$ cat src/rtl/uart_tx_pkg.sv
// Shared types and constants for the FIFO-fed UART transmitter.
//   UART_DATA_BITS : data bits per frame
//   START_LVL/STOP_LVL : line levels for the framing bits
//   uart_tx_state_e : transmitter FSM states
package uart_tx_pkg;

  localparam int unsigned UART_DATA_BITS = 8;
  localparam int unsigned BIT_IDX_W      = 3;
  localparam logic        START_LVL      = 1'b0;
  localparam logic        STOP_LVL       = 1'b1;

  typedef enum logic [2:0] {
    ST_IDLE,
    ST_FETCH,
    ST_LATCH,
    ST_START,
    ST_DATA,
    ST_PARITY,
    ST_STOP
  } uart_tx_state_e;

endpackage

$ cat src/rtl/uart_bit_timer.sv
// Bit-period timer for the UART transmitter.
//   clk, rst_n      : clock, async active-low reset
//   run_i           : count while high, counter held at 0 while low
//   bit_end_o       : high on the last clk of each bit period
//   bit_pre_end_o   : high on the clk before the last one (lets callers register end-of-bit pulses)
module uart_bit_timer #(
  parameter int unsigned CLKS_PER_BIT = 868
) (
  input  logic clk,
  input  logic rst_n,
  input  logic run_i,
  output logic bit_end_o,
  output logic bit_pre_end_o
);

  localparam int unsigned CNT_W = $clog2(CLKS_PER_BIT);

  logic [CNT_W-1:0] r_cnt;
  logic             w_last;

  assign w_last        = (r_cnt == CNT_W'(CLKS_PER_BIT - 1));
  assign bit_end_o     = run_i && w_last;
  assign bit_pre_end_o = run_i && (r_cnt == CNT_W'(CLKS_PER_BIT - 2));

  // Free-running 0..CLKS_PER_BIT-1 counter while running, wraps at each bit boundary.
  always_ff @(posedge clk or negedge rst_n) begin
    if (!rst_n) begin
      r_cnt <= '0;
    end else if (!run_i || w_last) begin
      r_cnt <= '0;
    end else begin
      r_cnt <= r_cnt + CNT_W'(1);
    end
  end

endmodule

$ cat src/rtl/fifo_uart_tx.sv
// Drains bytes from an 8-bit synchronous FIFO and sends them as UART frames, LSB first.
// Optional parity bit enabled by defining UART_TX_PARITY_EN (default build is 8N1).
//   clk, rst_n    : clock, async active-low reset
//   en_i          : permits a new frame to start (never aborts one in flight)
//   fifo_empty_i  : FIFO empty flag
//   fifo_data_i   : FIFO registered data_out, valid the cycle after a pop
//   fifo_rd_en_o  : single-cycle pop per byte
//   txd_o         : serial line, idles high
//   busy_o        : high from FETCH through the last STOP clk
//   byte_done_o   : pulse on the final clk of STOP
module fifo_uart_tx
  import uart_tx_pkg::*;
#(
  parameter int unsigned CLKS_PER_BIT = 868,
  parameter bit          PARITY_ODD   = 1'b0
) (
  input  logic                      clk,
  input  logic                      rst_n,
  input  logic                      en_i,
  input  logic                      fifo_empty_i,
  input  logic [UART_DATA_BITS-1:0] fifo_data_i,
  output logic                      fifo_rd_en_o,
  output logic                      txd_o,
  output logic                      busy_o,
  output logic                      byte_done_o
);

`ifdef UART_TX_PARITY_EN
  localparam bit PARITY_EN = 1'b1;
`else
  localparam bit PARITY_EN = 1'b0;
`endif

  uart_tx_state_e            r_state;
  logic [UART_DATA_BITS-1:0] r_shift;
  logic [BIT_IDX_W-1:0]      r_bit_idx;
  logic                      r_par;
  logic                      w_run;
  logic                      w_bit_end;
  logic                      w_bit_pre_end;
  logic                      w_fetch_ok;

  assign w_run      = (r_state == ST_START) || (r_state == ST_DATA) ||
                      (r_state == ST_PARITY) || (r_state == ST_STOP);
  assign w_fetch_ok = en_i && !fifo_empty_i;

  uart_bit_timer #(
    .CLKS_PER_BIT (CLKS_PER_BIT)
  ) u_bit_timer (
    .clk           (clk),
    .rst_n         (rst_n),
    .run_i         (w_run),
    .bit_end_o     (w_bit_end),
    .bit_pre_end_o (w_bit_pre_end)
  );

  // Frame sequencer; txd_o is loaded with the level of the state being entered.
  always_ff @(posedge clk or negedge rst_n) begin
    if (!rst_n) begin
      r_state      <= ST_IDLE;
      r_shift      <= '0;
      r_bit_idx    <= '0;
      r_par        <= 1'b0;
      fifo_rd_en_o <= 1'b0;
      txd_o        <= STOP_LVL;
      busy_o       <= 1'b0;
      byte_done_o  <= 1'b0;
    end else begin
      fifo_rd_en_o <= 1'b0;
      byte_done_o  <= 1'b0;
      case (r_state)
        ST_IDLE: begin
          if (w_fetch_ok) begin
            r_state      <= ST_FETCH;
            fifo_rd_en_o <= 1'b1;
            busy_o       <= 1'b1;
          end
        end
        ST_FETCH: begin
          r_state <= ST_LATCH;
        end
        ST_LATCH: begin
          r_shift   <= fifo_data_i;
          r_par     <= (^fifo_data_i) ^ PARITY_ODD;
          r_bit_idx <= '0;
          txd_o     <= START_LVL;
          r_state   <= ST_START;
        end
        ST_START: begin
          if (w_bit_end) begin
            txd_o   <= r_shift[0];
            r_state <= ST_DATA;
          end
        end
        ST_DATA: begin
          if (w_bit_end) begin
            if (r_bit_idx == BIT_IDX_W'(UART_DATA_BITS - 1)) begin
              if (PARITY_EN) begin
                txd_o   <= r_par;
                r_state <= ST_PARITY;
              end else begin
                txd_o   <= STOP_LVL;
                r_state <= ST_STOP;
              end
            end else begin
              r_bit_idx <= r_bit_idx + BIT_IDX_W'(1);
              r_shift   <= {1'b0, r_shift[UART_DATA_BITS-1:1]};
              txd_o     <= r_shift[1];
            end
          end
        end
        ST_PARITY: begin
          if (w_bit_end) begin
            txd_o   <= STOP_LVL;
            r_state <= ST_STOP;
          end
        end
        ST_STOP: begin
          // Registered pulse lands on the last STOP clk.
          if (w_bit_pre_end) begin
            byte_done_o <= 1'b1;
          end
          if (w_bit_end) begin
            if (w_fetch_ok) begin
              r_state      <= ST_FETCH;
              fifo_rd_en_o <= 1'b1;
            end else begin
              r_state <= ST_IDLE;
              busy_o  <= 1'b0;
            end
          end
        end
        default: begin
          r_state <= ST_IDLE;
          txd_o   <= STOP_LVL;
          busy_o  <= 1'b0;
        end
      endcase
    end
  end

endmodule

$ cat config.mk
export PLATFORM = sky130hd
export DESIGN_NAME = fifo_uart_tx
export DESIGN_NICKNAME = d
export VERILOG_FILES = /design/src/rtl/uart_tx_pkg.sv /design/src/rtl/uart_bit_timer.sv /design/src/rtl/fifo_uart_tx.sv
export SDC_FILE = /design/constraint.sdc
export NUM_CORES = 1
export LEC_CHECK = 0
export ABC_AREA = 1
export BUFFER_PORTS_ARGS = -buffer_cell sky130_fd_sc_hd__buf_4
export CAP_MARGIN = 25
export CORE_MARGIN = 3
export CORE_UTILIZATION = 52
export CTS_CLUSTER_SIZE = 12
export DETAILED_ROUTE_END_ITERATION = 12
export PLACE_DENSITY = 0.74
export SYNTH_ARGS = -nofsm -noshare
export SYNTH_HDL_FRONTEND = slang
export SYNTH_SLANG_ARGS = --single-unit
$ cat constraint.sdc
create_clock -name clk -period 1.35 [get_ports clk]
set_clock_uncertainty 0.1 [all_clocks]
set_input_delay 0.27 -clock clk [delete_from_list [all_inputs] [get_ports clk]]
set_output_delay 0.27 -clock clk [all_outputs]
set_load 0.05 [all_outputs]
==> results.cfg, run 1 <==
[timing]
relSlewSlack_pct = 75.55
layout_worst_path_cycle_share_pct = 122.5
drv_slew = 0
clock.fmax_mhz = 604.9
hold_viol = 0
hold_slack_ns = 0.09761
setup_viol = 29
setup_tns_ns = -5.263
setup_slack_ns = -0.3032
rsz0062_at_grt = yes
min_period_ns = 1.653
tightest_slew_ns = 0.3667

[setup_path]
critPathMaxStageDelay_ns = 0.43
worstSetupStartpointType = register
crit_fanout = 5
arrival_ns = 1.82
criticalPathCategory = register to register
end_kind = register
path_buf_inv = 1
path_cells = nor2_2, nand2_4, nor2_4, buf_4, nand4_4, o21ai_0
crit_slowest_cell = dfrtp_1
r2r_slack_ns = -0.30
r2r_start = u_bit_timer.r_cnt[2]$_DFF_PN0_
crit_family = simple AND/OR/NAND/NOR gates
rr_worst_depth = 6
crit_required_ns = 1.51
r2r_end = r_bit_idx[0]$_DFFE_PN0P_

[yosys]
ys_warn_count = 0
netlist_area_um2 = 1570
ys_seq_area_share_pct = 44.70
ys_ff_latch = 28
synth_nets = 218
async_reset_ff_share_pct = 100.0
synth_edf_count = 0
ys_types = 27
synth_flop_cell = dfrtp_1
avgSynthCellArea_um2 = 7.774
syn_inst = 202

[run_status]
status = complete, but fails checks
violations = negative setup slack

[min_path]
holdCritPathClass = input pin to register
hold-path-endpoint = fifo_rd_en_o$_DFF_PN0_
min_from = fifo_empty_i
hold_depth = 4

[routing]
drtPass1Iterations = 5
route.detailed.drc = 0
vias = 1720
routed_wl_um = 4938
routedWlPerCell_um = 16.35
postRouteAntennaNets = 0
dr.first_iter.drc_count = 171
via_per_inst = 5.695

[floorplan]
row_count = 19
die_x_um = 60.95
die-area_um2 = 3715
core_area_um2 = 2805
die_y_um = 60.95
initial_utilization_pct = 55.98
ios = 16

[placement]
place_hpwl_um = 2727
io_buffers = 15
place.gp.congestion = 0.8489
placed_area_um2 = 2049

[clocking]
insertion_delay_ns = 0.36
cts_tree = done
cts_sinks = 28
cts_max_level = 1
clk_pin_slew_ns = 0.16
root_buffer = clkbuf_4
clock_path_buffers = 2
cts_buffers = 3

[global_route]
overflow = 0
use_met3_pct = 4.894
grt_pass1_vias = 1641
grt_util_met2_pct = 49.47
antenna_found_initial = 0
grt_start_max_net_pins = 29
grt_util_met1_pct = 33.86
grtUsageTotal_pct = 28.05
grt_pass1_wl_um = 7541
busiest_layer = met2

[cells_and_area]
fin_area_um2 = 2400
area_growth_pct = 52.83
layout_common_cells = 63 x nand2_1, 57 x buf_4, 27 x dfrtp_1
utilization_pct = 85.55
antenna_cells = 0
final_common_cell = nand2_1
drive_above_1_share_pct = 45.76
fin_nets = 288

[power]
powerDensity_nw_per_um2 = 1705
leakagePower_uw = 0.001225
power.total_uw = 4091
vdd_drop_max_v = 0.001281

[run]
max-cap-violations = 0
-- layout make-up --
cell class / instances / area [um2]
Tap cell: 31 / 38.79
Timing Repair Buffer: 68 / 563.0
Inverter: 19 / 76.32
Fill cell: 142 / 405.4
Clock buffer: 4 / 36.28
Multi-Input combinational cell: 152 / 983.4
Sequential cell: 28 / 701.9
-- stage by stage --
step	std cells	worst slack, ns
2_1_floorplan	202	-0.1046
3_3_place_gp	284	-0.1536
3_5_place_dp	284	-0.2318
4_1_cts	295	-0.1367
5_1_grt	302	-0.3593
6_report	302	-0.3032
-- tightest hold or removal path: cells and delay by family --
family	cells	cell delay, ns
compound gates	1	0.04
simple gates	1	0.04
buf+inv	2	0.17
-- state kept, by name, summed over array words and instances (netlist names) --
name               cells
busy_o                 1
byte_done_o            1
fifo_rd_en_o           1
r_bit_idx              3
r_shift                8
r_state                3
txd_o                  1
u_bit_timer.r_cnt     10
-- cells by family (layout without fill, tap and decap cells) --
kind of cell / count (synthesis) / in the layout / share of synthesized area (%)
flip-flops: 28 / 28 / 44.70
XOR/XNOR: 3 / 3 / 1.674
buffers and inverters: 23 / 91 / 6.614
AND/OR/NAND/NOR: 133 / 134 / 39.92
AO/OA/AOI/OAI: 11 / 11 / 3.904
adder cells (fa/ha/maj): 4 / 4 / 3.187
-- cells in the mapped netlist, types with 3 or more instances --
cell type	number	area share, %
a21oi_1	4	1.3
dfrtp_1	27	43
ha_1	4	3.2
inv_1	16	3.8
inv_2	3	0.72
nand2_1	68	16
nand2_2	3	1.2
nand3_1	23	7.3
nor2_1	18	4.3
nor2_2	3	1.2
nor3_1	7	2.2
o21ai_1	3	0.96
xor2_1	3	1.7
-- layer usage --
metal  vias up  routed length, um
met5         -                  0
met4         0                158
met3        18                303
met2        80               2581
met1       832               1895
li1        790                  -
-- what timing repair did --
action | CTS | global route
hold buffers | 1 | 0
buffers inserted | 5 | 7
endpoints found under the setup margin | 29 | 30
endpoints found under the hold margin | 27 | 0
gates resized for setup | 23 | 24
pin swaps | 7 | 14
gates cloned | 1 | 0
-- worst max path at each step --
stage,endpoint,start,slack [ns],depth (start not counted)
after detailed placement,r_shift[4]$_DFFE_PN0P_,r_bit_idx[0]$_DFFE_PN0P_,-0.23,7
after CTS,r_state[2]$_DFFE_PN0P_,u_bit_timer.r_cnt[1]$_DFF_PN0_,-0.14,9
after floorplan,r_shift[5]$_DFFE_PN0P_,u_bit_timer.r_cnt[0]$_DFF_PN0_,-0.10,7
final,r_bit_idx[0]$_DFFE_PN0P_,u_bit_timer.r_cnt[2]$_DFF_PN0_,-0.30,6
after global routing,r_bit_idx[0]$_DFFE_PN0P_,u_bit_timer.r_cnt[2]$_DFF_PN0_,-0.36,6
after global placement,r_shift[4]$_DFFE_PN0P_,r_bit_idx[0]$_DFFE_PN0P_,-0.15,7
-- where the power goes --
| group | internal (uW) | total, uW | switching, uW | leakage, uW |
|---|---|---|---|---|
| sequential | 1070 | 1250 | 181 | 0.000368 |
| combinational | 1050 | 2410 | 1360 | 0.000835 |
| clock | 166 | 437 | 270 | 0.0000210 |
Note: power is estimated with default switching activity, not from simulation.
==> run 2, diff against run 1 <==
--- a/config.mk
+++ b/config.mk
@@ -12,6 +12,7 @@
 export CORE_UTILIZATION = 52
 export CTS_CLUSTER_SIZE = 12
 export DETAILED_ROUTE_END_ITERATION = 12
+export GPL_TIMING_DRIVEN = 0
 export PLACE_DENSITY = 0.74
 export SYNTH_ARGS = -nofsm -noshare
 export SYNTH_HDL_FRONTEND = slang
==> constraint.sdc (replaced) <==
create_clock -name clk -period 1.35 [get_ports clk]
set_clock_uncertainty 0.1 [all_clocks]
set_input_delay 0.27 -clock clk [delete_from_list [all_inputs] [get_ports clk]]
set_output_delay 0.27 -clock clk [all_outputs]
set_load 0.005 [all_outputs]
==> run 2 against run 1 <==
  * Sequential cell count unchanged
  * Register-to-register slack better by 0.08 ns
  * First-iteration DRC count down 47%
  * Critical path type unchanged
  * Largest power group unchanged
  * The run still ends with negative setup slack left
==> results.cfg, run 2 (synthesis gave the netlist of run 1 again) <==
[run_status]
status = complete, but fails checks
violations = negative setup slack

[setup_path]
criticalPathCategory = register to register
r2r_end = r_shift[1]$_DFFE_PN0P_
endpoint = r_shift[1]$_DFFE_PN0P_
r2r_slack_ns = -0.22
end_kind = register
crit_fanout = 6
r2r_start = r_bit_idx[1]$_DFFE_PN0P_
crit_start = r_bit_idx[1]$_DFFE_PN0P_
rr_worst_depth = 7
crit_required_ns = 1.49
worstSetupStartpointType = register
arrival_ns = 1.72

[floorplan]
die_y_um = 60.95
ios = 16
die-area_um2 = 3715
die_x_um = 60.95
row_count = 19
initial_utilization_pct = 55.98
core_area_um2 = 2805

[placement]
dp_slack_ns = -0.2666
place_hpwl_um = 2186
place.gp.congestion = 0.7871
io_buffers = 15

[timing]
rsz0062_at_grt = yes
clock.fmax_mhz = 635.5
tightest_slew_ns = 0.3564
drv_slew = 0
relSlewSlack_pct = 76.24
hold_viol = 0
layout_worst_path_cycle_share_pct = 116.6
setup_slack_ns = -0.2236
min_period_ns = 1.574
setup_viol = 29

[cells_and_area]
drive_above_1_share_pct = 48.62
fin_nets = 270
layout_common_cells = 58 x nand2_1, 38 x buf_4, 21 x dfrtp_1
largest-register = u_bit_timer.r_cnt
regArea_um2 = 709.4
final_common_cell = nand2_1
top_regs = u_bit_timer.r_cnt (10), r_shift (8)
antenna_cells = 0
largest_reg_flops = 10
area_growth_pct = 47.01
fill_cells = 153
multiInputGateArea_um2 = 1022

[clocking]
insertion_delay_ns = 0.34
root_buffer = clkbuf_4
cts_tree = done
clk_pin_slew_ns = 0.15
cts_max_level = 1
clock_path_buffers = 2
cts_buffers = 3
cts_sinks = 28

[routing]
dr.first_iter.drc_count = 91
vias = 1627
routedWlPerCell_um = 16.07
postRouteAntennaNets = 0
routed_wl_um = 4565
via_per_inst = 5.729
route.detailed.drc = 0
drtPass1Iterations = 5

[min_path]
min_from = fifo_empty_i
holdCritPathClass = input pin to register

[power]
vdd_drop_max_v = 0.001197
powerDensity_nw_per_um2 = 1729
leakagePower_uw = 0.001147
power.total_uw = 3991

[global_route]
grt_pass1_wl_um = 6189
grt_start_max_net_pins = 29
antenna_found_initial = 0
overflow = 0
grt_pass1_vias = 1416
grtUsageTotal_pct = 22.05

[run]
max-cap-violations = 0
==> run 2: routing by layer <==
layer | track usage (%) | part of all wire, % | vias up
li1 | - | - | 751
met1 | 27.19 | 40 | 803
met2 | 39.54 | 53 | 59
met3 | 2.553 | 4.6 | 14
met4 | 7.740 | 2.1 | 0
met5 | 0 | 0 | -
==> run 2: what timing repair did <==
| item | 4_1_cts | 5_1_grt |
|---|---|---|
| pin swaps | 18 | 17 |
| cloned | 1 | 0 |
| setup endpoints to repair | 28 | 29 |
| buffers inserted | 21 | 14 |
| hold buffers | 1 | 0 |
| gates resized for setup | 32 | 37 |
| hold endpoints to repair | 27 | 0 |
==> run 2: worst min path at each step <==
stage | cells past startpoint | endpoint
3_3_place_gp | 1 | u_bit_timer.r_cnt[8]$_DFF_PN0_
2_1_floorplan | 0 | busy_o$_DFFE_PN0P_
5_1_grt | 4 | busy_o$_DFFE_PN0P_
6_report | 4 | busy_o$_DFFE_PN0P_
4_1_cts | 4 | busy_o$_DFFE_PN0P_
3_5_place_dp | 1 | u_bit_timer.r_cnt[8]$_DFF_PN0_
==> run 2: cell type report <==
class / count / area share (%)
multi-input combinational: 151 / 44.28
sequential: 28 / 30.73
clock buffer: 4 / 1.138
tap: 31 / 1.680
buffer: 4 / 1.680
inverter: 19 / 3.415
timing repair buffer: 47 / 17.07
==> run 2: through the flow <==
| step | hold WS [ns] | instance area [um2] | cells | util (%) | setup TNS (ns) |
|---|---|---|---|---|---|
| after floorplan | -0.1256 | 1618 | 202 | - | -1.281 |
| after global placement | 0.1060 | 1769 | 248 | 63.07 | -4.124 |
| after detailed placement | 0.1091 | 1769 | 248 | 63.07 | -4.612 |
| after CTS | 0.08811 | 2100 | 275 | 74.84 | -1.957 |
| after global routing | 0.1241 | 2308 | 284 | 82.29 | -5.560 |
| final | 0.09898 | 2308 | 284 | 82.29 | -4.110 |
==> run 2: power by group <==
group          switching [uW]  internal [uW]  leakage, uW
clock network             256            116    0.0000150
logic                    1340           1020     0.000773
registers                 183           1070     0.000359
==> run 2: critical path: stages, from the launching register on <==
cell     delay [ns]
dfrtp_1        0.45
ha_2           0.21
ha_4           0.18
inv_4          0.07
nand4_4        0.17
buf_6          0.20
nand3_2        0.06
nand2_1        0.06
==> run 3, diff against run 2 <==
--- a/config.mk
+++ b/config.mk
@@ -13,7 +13,7 @@
 export CTS_CLUSTER_SIZE = 12
 export DETAILED_ROUTE_END_ITERATION = 12
 export GPL_TIMING_DRIVEN = 0
-export PLACE_DENSITY = 0.74
+export PLACE_DENSITY = 0.79
 export SYNTH_ARGS = -nofsm -noshare
 export SYNTH_HDL_FRONTEND = slang
 export SYNTH_SLANG_ARGS = --single-unit
==> run 3 against run 2 <==
  * The run still ends with negative setup slack left
  * Sequential cell count is the same
  * Clock power grew 13%
  * Global-route usage increased by 0.50 points
  * Hold slack got worse by 0.016 ns
  * Worst setup slack worse by 0.080 ns
  * Critical path depth is the same
  * Combinational power decreased by 8.9%
  * Sequential power is essentially flat
  * Final cell count shrank 1.8%
  * Via count increased by 2.2%
  * Total power decreased by 3.9%
  * Core utilization shrank 1.9 points
  * Largest cell class unchanged
==> results.cfg, run 3 (synthesis gave the netlist of run 1 again) <==
[cells_and_area]
fin_nets = 265
largest_reg_flops = 10
top_regs = u_bit_timer.r_cnt (10), r_shift (8)
final_common_cell = nand2_1
layout_common_cells = 59 x nand2_1, 33 x buf_4, 22 x dfrtp_1
fill_cells = 161
regArea_um2 = 708.2
antenna_cells = 0
drive_above_1_share_pct = 45.97
area_growth_pct = 43.59
largest-register = u_bit_timer.r_cnt
multiInputGateArea_um2 = 1006
final_cells = 279

[routing]
postRouteAntennaNets = 0
routed_wl_um = 4847
drtPass1Iterations = 5
via_per_inst = 5.961
vias = 1663
dr.first_iter.drc_count = 128
route.detailed.drc = 0
routedWlPerCell_um = 17.37

[setup_path]
r2r_end = r_bit_idx[2]$_DFFE_PN0P_
rr_worst_depth = 7
criticalPathCategory = register to register
arrival_ns = 1.80
worstSetupStartpointType = register
crit_required_ns = 1.50
r2r_slack_ns = -0.30
crit_fanout = 6
critPathMaxStageDelay_ns = 0.50
path_buf_inv = 1
crit_slowest_cell = dfrtp_2
r2r_start = u_bit_timer.r_cnt[2]$_DFF_PN0_
path_cells = nor2_4, nand2_2, nor2_4, nand4_4, buf_6, nand3_2, nand2_1
crit_family = simple AND/OR/NAND/NOR gates
crit_top_cell = nor2_4
end_kind = register

[clocking]
cts_sinks = 28
clk_pin_slew_ns = 0.15
cts_buffers = 3
root_buffer = clkbuf_4
insertion_delay_ns = 0.34
cts_tree = done
cts_max_level = 1
clock_path_buffers = 2

[timing]
min_period_ns = 1.653
drv_slew = 0
layout_worst_path_cycle_share_pct = 122.5
rsz0062_at_grt = yes
relSlewSlack_pct = 75.51
setup_viol = 29
tightest_slew_ns = 0.3673
setup_tns_ns = -6.804
hold_viol = 0
clock.fmax_mhz = 604.9
setup_slack_ns = -0.3032

[floorplan]
die_y_um = 60.95
die-area_um2 = 3715
initial_utilization_pct = 55.98
ios = 16
die_x_um = 60.95
core_area_um2 = 2805
row_count = 19

[global_route]
grt_util_met1_pct = 27.53
grt_pass1_vias = 1416
grtUsageTotal_pct = 22.56
grt_pass1_wl_um = 6175
grt_start_max_net_pins = 29
antenna_found_initial = 0
use_met3_pct = 4.043
grt_util_met2_pct = 38.32
overflow = 0
busiest_layer = met2

[placement]
io_buffers = 15
place_hpwl_um = 2225
dp.cells = 248
place.gp.congestion = 0.8721

[run_status]
violations = negative setup slack
status = complete, but fails checks

[min_path]
hold_depth = 4
min_from = fifo_empty_i
holdCritPathClass = input pin to register
hold-path-endpoint = busy_o$_DFFE_PN0P_

[power]
clockPowerShare_pct = 10.9
leakagePower_uw = 0.001138
vdd_drop_max_v = 0.001013
p_int_uw = 2148
combPwrFrac_pct = 56.1
powerDensity_nw_per_um2 = 1702
power_frac_seq_pct = 33.0
sw_frac_of_total_pct = 44.01
p_switching_uw = 1689
power.total_uw = 3837

[run]
max-cap-violations = 0
run 3: cell count changes in the layout (fill, tap and decap cells not counted), moves of 2 or more:
| cell | change |
|---|---|
| buf_4 | -5 |
| nor2_1 | +2 |
| nor2_4 | -2 |
| nor3_2 | -2 |
run 3: worst reg2reg max path, cell delays in order, from the launching register on:
cell and delay (ns):
dfrtp_2 0.50, nor2_4 0.14, nand2_2 0.08, nor2_4 0.22, nand4_4 0.20, buf_6 0.20
nand3_2 0.06, nand2_1 0.06
run 3: power groups by stage:
stage	logic [uW]	registers (uW)	clock network, uW
final	2150	1270	419
after floorplan	1050	1230	0
after CTS	1730	1250	430
after global routing	2300	1290	459
after global placement	1310	1250	0
after detailed placement	1360	1270	0
run 3: how the worst max path moves through the flow:
stage | cells after the start | from | slack (ns) | endpoint
finish | 7 | u_bit_timer.r_cnt[2]$_DFF_PN0_ | -0.30 | r_bit_idx[2]$_DFFE_PN0P_
global route | 7 | u_bit_timer.r_cnt[1]$_DFF_PN0_ | -0.33 | r_bit_idx[2]$_DFFE_PN0P_
CTS | 6 | u_bit_timer.r_cnt[6]$_DFF_PN0_ | -0.15 | r_shift[4]$_DFFE_PN0P_
detailed placement | 8 | u_bit_timer.r_cnt[0]$_DFF_PN0_ | -0.28 | r_state[2]$_DFFE_PN0P_
global placement | 8 | u_bit_timer.r_cnt[0]$_DFF_PN0_ | -0.23 | r_state[1]$_DFFE_PN0P_
floorplan | 7 | u_bit_timer.r_cnt[0]$_DFF_PN0_ | -0.10 | r_shift[5]$_DFFE_PN0P_
run 3: routing by layer:
layer,vias up,part of all wire (%)
li1,742,-
met4,0,3.4
met3,19,6.4
met5,-,0
met1,815,40
met2,87,50
run 3: area by class of cell:
| cell class | count | area share (%) |
|---|---|---|
| clock buffer | 4 | 1.609 |
| timing repair buffer | 42 | 15.43 |
| tap | 31 | 1.720 |
| inverter | 19 | 3.496 |
| multi-input combinational | 151 | 44.62 |
| sequential | 28 | 31.41 |
| buffer | 4 | 1.720 |
run 3: what timing repair did:
item	4_1_cts	5_1_grt
pin swaps	15	13
hold buffers	1	0
setup endpoints to repair	28	29
gates resized for setup	34	29
hold endpoints to repair	27	0
buffers inserted	16	9
gates cloned	1	0
run 3: stage by stage:
step / hold slack, ns / utilization, % / setup slack (ns) / area (um2)
3_3_place_gp: 0.1023 / 63.07 / -0.2331 / 1769
3_5_place_dp: 0.1081 / 63.07 / -0.2760 / 1769
5_1_grt: 0.1019 / 80.37 / -0.3299 / 2255
4_1_cts: 0.07352 / 73.64 / -0.1520 / 2066
2_1_floorplan: -0.1256 / - / -0.1046 / 1618
6_report: 0.08323 / 80.37 / -0.3032 / 2255
